===== src/rtl/inst_fetch_pkg.sv =====
// Shared fetch-stage definitions: redirect bus width, reset vector, FSM encoding.
package inst_fetch_pkg;

   localparam int unsigned BR_WD = 33;
   localparam logic [31:0] RESET_PC = 32'hbfc0_0000;

   typedef enum logic [1:0] {
      StReq  = 2'd0,
      StWait = 2'd1,
      StHold = 2'd2
   } fetch_state_e;

   function automatic logic [31:0] align8(input logic [31:0] pc);
      return {pc[31:3], 3'b000};
   endfunction

endpackage


===== src/rtl/fetch_buf.sv =====
// Single-entry fetch packet buffer between instruction memory and decode.
module fetch_buf (
   input  logic        clk,
   input  logic        resetn,
   input  logic        load,
   input  logic        consume,
   input  logic        flush,
   input  logic [31:0] load_pc,
   input  logic [63:0] load_inst,
   output logic        valid,
   output logic [31:0] pc,
   output logic [63:0] inst
);

   logic        valid_q, valid_d;
   logic [31:0] pc_q;
   logic [63:0] inst_q;

   // Flush wins over a same-cycle load; load wins over consume.
   always_comb begin
      valid_d = valid_q;
      if (consume) valid_d = 1'b0;
      if (load)    valid_d = 1'b1;
      if (flush)   valid_d = 1'b0;
   end

   always_ff @(posedge clk or negedge resetn) begin
      if (!resetn) begin
         valid_q <= 1'b0;
         pc_q    <= '0;
         inst_q  <= '0;
      end else begin
         valid_q <= valid_d;
         if (load) begin
            pc_q   <= load_pc;
            inst_q <= load_inst;
         end
      end
   end

   assign valid = valid_q;
   assign pc    = pc_q;
   assign inst  = inst_q;

endmodule


===== src/rtl/inst_fetch.sv =====
// Instruction fetch stage: one outstanding 64-bit request, redirect handling and
// a single-entry output buffer towards decode.
module inst_fetch
   import inst_fetch_pkg::*;
(
   input  logic             clk,
   input  logic             resetn,
   input  logic             stall,
   input  logic [BR_WD-1:0] br_bus,
   input  logic [BR_WD-1:0] bp_bus,
   output logic             inst_sram_req,
   output logic [31:0]      inst_sram_addr,
   input  logic             inst_sram_addr_ok,
   input  logic             inst_sram_data_ok,
   input  logic [63:0]      inst_sram_rdata,
   output logic             fd_valid,
   output logic [31:0]      fd_pc,
   output logic [63:0]      fd_inst
);

   fetch_state_e state_q, state_d;
   logic [31:0]  fetch_pc_q, fetch_pc_d;
   logic [31:0]  req_pc_q, req_pc_d;
   logic         cancel_q, cancel_d;

   logic        br_e, bp_e, redirect;
   logic [31:0] br_addr, bp_addr, redirect_pc;
   logic        addr_fire, data_fire, data_good;
   logic        buf_ready, buf_load, buf_consume, replay;

   assign br_e    = br_bus[BR_WD-1];
   assign br_addr = br_bus[31:0];
   assign bp_e    = bp_bus[BR_WD-1];
   assign bp_addr = bp_bus[31:0];

   assign redirect    = br_e | (bp_e & ~stall);
   assign redirect_pc = br_e ? br_addr : bp_addr;

   assign inst_sram_req  = (state_q == StReq);
   assign inst_sram_addr = align8(fetch_pc_q);

   assign addr_fire   = inst_sram_req & inst_sram_addr_ok;
   assign data_fire   = (state_q == StWait) & inst_sram_data_ok;
   assign data_good   = data_fire & ~cancel_q & ~redirect;
   assign buf_ready   = ~fd_valid | ~stall;
   assign buf_load    = data_good & buf_ready;
   assign buf_consume = fd_valid & ~stall;
   // Data landing on a full, stalled buffer is dropped and refetched later.
   assign replay      = data_good & ~buf_ready;

   always_comb begin
      state_d = state_q;
      unique case (state_q)
         StReq: begin
            if (addr_fire) state_d = StWait;
         end
         StWait: begin
            if (data_fire) begin
               if (!redirect && stall && (fd_valid || buf_load)) state_d = StHold;
               else                                               state_d = StReq;
            end
         end
         StHold: begin
            if (redirect || !stall) state_d = StReq;
         end
         default: state_d = StReq;
      endcase
   end

   always_comb begin
      fetch_pc_d = fetch_pc_q;
      if (redirect)       fetch_pc_d = redirect_pc;
      else if (replay)    fetch_pc_d = req_pc_q;
      else if (addr_fire) fetch_pc_d = inst_sram_addr + 32'd8;

      req_pc_d = addr_fire ? fetch_pc_q : req_pc_q;

      // A redirect while a request is (or is becoming) outstanding poisons its data.
      cancel_d = cancel_q;
      if (data_fire) cancel_d = 1'b0;
      if (redirect && (addr_fire || ((state_q == StWait) && !inst_sram_data_ok))) begin
         cancel_d = 1'b1;
      end
   end

   always_ff @(posedge clk or negedge resetn) begin
      if (!resetn) begin
         state_q    <= StReq;
         fetch_pc_q <= RESET_PC;
         req_pc_q   <= RESET_PC;
         cancel_q   <= 1'b0;
      end else begin
         state_q    <= state_d;
         fetch_pc_q <= fetch_pc_d;
         req_pc_q   <= req_pc_d;
         cancel_q   <= cancel_d;
      end
   end

   fetch_buf u_fetch_buf (
      .clk       (clk),
      .resetn    (resetn),
      .load      (buf_load),
      .consume   (buf_consume),
      .flush     (redirect),
      .load_pc   (req_pc_q),
      .load_inst (inst_sram_rdata),
      .valid     (fd_valid),
      .pc        (fd_pc),
      .inst      (fd_inst)
   );

endmodule

===== config.mk =====
export PLATFORM = sky130hd
export DESIGN_NAME = inst_fetch
export DESIGN_NICKNAME = d
export VERILOG_FILES = /design/src/rtl/inst_fetch_pkg.sv /design/src/rtl/fetch_buf.sv /design/src/rtl/inst_fetch.sv
export SDC_FILE = /design/constraint.sdc
export NUM_CORES = 1
export LEC_CHECK = 0
export CAP_MARGIN = 40
export CORE_MARGIN = 4
export CORE_UTILIZATION = 46
export DETAILED_ROUTE_END_ITERATION = 6
export PLACE_DENSITY = 0.81
export SLEW_MARGIN = 20
export SYNTH_ARGS = -nofsm -noshare
export SYNTH_HDL_FRONTEND = slang
export SYNTH_SLANG_ARGS = --single-unit

===== constraint.sdc =====
create_clock -name clk -period 2.5 [get_ports clk]
set_input_delay 0.75 -clock clk [delete_from_list [all_inputs] [get_ports clk]]
set_output_delay 0.75 -clock clk [all_outputs]
set_load 0.05 [all_outputs]

==> metrics.txt <==
Critical Path Sink Type output pin; remaining antenna violation count after routing 0; most frequent cells in the layout clkdlybuf4s50_1, dfrtp_1, nand2_1; total setup buffers inserted after CTS 0; multiplexer share of the synthesized area 0.144; CTS Buf Count 17; Max stage delay on crit path between 0.8 and 0.9 ns; most common cell after layout, fill and taps aside clkdlybuf4s50_1; via count 6,701; Yosys reg bits 164; largest family of logic cells by synthesized area simple AND/OR/NAND/NOR gates; TritonCTS clock tree yes; largest net degree at the start of global routing between 50 and 60; post-synthesis compound-gate area fraction 0.105; CP top delay family buffers and inverters; clk buf depth 2; Clock Tree Root clkbuf_16; GRT Total Usage 0.247; DIE AREA between 15,000 and 20,000 µm²; first-pass GRT wire length approximately 38,000 µm; CTS H-Tree Depth 4; dpl hpwl between 15,000 and 20,000 µm; hold slack approximately 0.28 ns; initial DRC count about 460; CTS resizes 5; Max Fclk around 410 MHz; Max VDD drop approximately 750 µV; dpl ws -0.210 ns; Tmin final between 2 and 2.5 ns; GP Congestion 0.911; core area ~17,000 µm²; worst slew pin tran 0.637 ns; Overflow after GRT 0; post-synthesis sequential area ratio 0.525; Max Cap Viol 0; Rel. slew slack 0.573; drt pass-1 iters 6; Area Overhead vs Synth 46.4%; Die Width about 140 µm; Final Slew Violations 0; asr flop ratio synth 1.00; CP required between 1.5 and 2 ns; vias per cell approximately 5.5; CTS clk-pin slew, worst paths ~0.07 ns; Post-synth EDFFs 0; Slowest cell on crit path clkdlybuf4s50_1; Critical Path Start Type flip-flop; wire per inst 19.4 µm; Hold Fails Final Rpt 0; Hold Crit Class input pin to asynchronous set/reset pin; YS warnings 0; Leak Pwr roughly 5 nW; share of cells above drive strength 1 0.164; Tcrit/Tclk final 0.984; Top FF cell, synth dfrtp_1; simple-gate share of the synthesized area 0.147; RSZ-0062 raised after global routing no; Final Worst Setup Slack about 0.04 ns; critical setup path kind flip-flop to output pin; die height approximately 140 µm; WP data arrival 1.71 ns; nets@finish ~1,100; clk_skew between 0.005 and 0.006 ns; clk sinks around 160; initial core utilization 0.472; Final setup violation count 0; Routed WL ~24,000 µm; crit path cell chain clkdlybuf4s50_1; io pins 265; Port Buffer Count 261; DRC 0; final core area utilization 0.691; Pwr Density 1100 nW/µm²; area share of xor/xnor cells in the synthesized design 0.0156; Mapped Avg Cell Area about 11 µm²; CP bufs+invs 1; outcome completed; clk_lat worst skew 0.43 ns; row cnt 47; synthesized area approximately 7900 µm²; Netlist cell types 71; number of global-route vias before repair about 7,000; Adder-Cell Fraction of Synth Area 0.00159; Post-Synthesis Cells between 700 and 800; initial antenna violation count 0; total power 12.6 mW; CTS Hold Bufs 0; Critical Path Fanout Max 6; setup_tns 0 ns
-- cell type report --
class	instances	area (µm²)
Fill cell	1260	5130
Timing Repair Buffer	329	3200
Sequential cell	164	4130
Multi-Input combinational cell	466	3280
Clock buffer	18	429
Tap cell	220	275
Antenna cell	1	2.50
Inverter	8	30.0
Clock inverter	14	170
-- flip-flops by register name (all words and copies together) (netlist names) --
signal,flops
u_fetch_buf.inst,64
state_q,2
u_fetch_buf.pc,32
u_fetch_buf.valid,1
cancel_q,1
fetch_pc_q,32
req_pc_q,32
-- worst paths after layout --
check | cells past startpoint | startpoint | slack, ns | to
max | 1 | fetch_pc_q[4]$_DFFE_PN0P_ | 0.04 | inst_sram_addr[4]
min reg2reg | 2 | req_pc_q[29]$_DFFE_PN1N_ | 0.47 | req_pc_q[29]$_DFFE_PN1N_
max reg2reg | 6 | fetch_pc_q[3]$_DFFE_PN0P_ | 0.33 | fetch_pc_q[29]$_DFFE_PN1P_
min | 1 | resetn | 0.28 | u_fetch_buf.inst[53]$_DFFE_PN0P_
min in group clk | 2 | req_pc_q[29]$_DFFE_PN1N_ | 0.47 | req_pc_q[29]$_DFFE_PN1N_
max in group asynchronous | 2 | resetn | 1.51 | req_pc_q[27]$_DFFE_PN1N_
-- cells by family after synthesis --
family | after synthesis
muxes | 101
and+or+nand+nor | 229
DFF | 164
xor gates and xnor gates | 14
buffers and inverters | 83
AOI/OAI and AO/OA | 118
adders and majority gates | 1
other | 1
-- power by group --
part | internal, mW | switching (mW)
logic | 2.04 | 3.76
registers | 3.58 | 0.577
clock network | 1.51 | 1.14
-- metrics by stage --
step / std cells / area [µm²]
2_1_floorplan: 713 / 7870
3_3_place_gp: 1187 / 10900
3_5_place_dp: 1187 / 10900
4_1_cts: 1219 / 11500
5_1_grt: 1219 / 11500
6_report: 1220 / 11500
-- routing by layer --
metal | GRT usage | up-vias | wire length (µm)
li1 | - | 3047 | -
met1 | 0.322 | 3251 | 9880
met2 | 0.404 | 349 | 11200
met3 | 0.0669 | 54 | 2030
met4 | 0.0824 | 0 | 561
met5 | 0 | - | 0
-- synthesized netlist by cell type (2+ instances only) --
cell / n / area, µm²
nor4_2: 5 / 62.6
nand2b_1: 3 / 18.8
nor3_1: 4 / 20.0
nor4_1: 3 / 18.8
mux2_1: 96 / 1080
a22o_1: 2 / 17.5
nand2_1: 130 / 488
inv_2: 2 / 7.51
o211ai_1: 2 / 15.0
nor2b_1: 2 / 12.5
o22a_1: 2 / 17.5
a21oi_1: 16 / 80.1
and3_1: 12 / 75.1
xor2_1: 8 / 70.1
inv_1: 6 / 22.5
nand3_1: 14 / 70.1
a211oi_1: 3 / 22.5
nor3_2: 3 / 30.0
o221a_1: 2 / 22.5
and2_1: 3 / 18.8
a22oi_1: 18 / 135
nand4_1: 8 / 50.1
o32ai_1: 2 / 17.5
a221oi_1: 5 / 43.8
o21a_1: 2 / 15.0
clkbuf_1: 19 / 71.3
buf_2: 15 / 75.1
nor2_1: 22 / 82.6
a311oi_1: 2 / 17.5
or3_1: 5 / 31.3
o31ai_1: 7 / 52.6
buf_4: 38 / 285
xnor2_1: 6 / 52.6
dfrtp_1: 146 / 3650
o221ai_1: 8 / 70.1
mux2_2: 2 / 22.5
o31a_1: 2 / 17.5
o21ai_0: 26 / 130
a221o_1: 2 / 20.0
dfstp_2: 18 / 473
o21ai_1: 2 / 10.0
buf_1: 2 / 7.51
o22ai_1: 3 / 18.8
mux2i_1: 3 / 30.0
a31oi_1: 4 / 25.0
(Power assumes the default switching activity.)
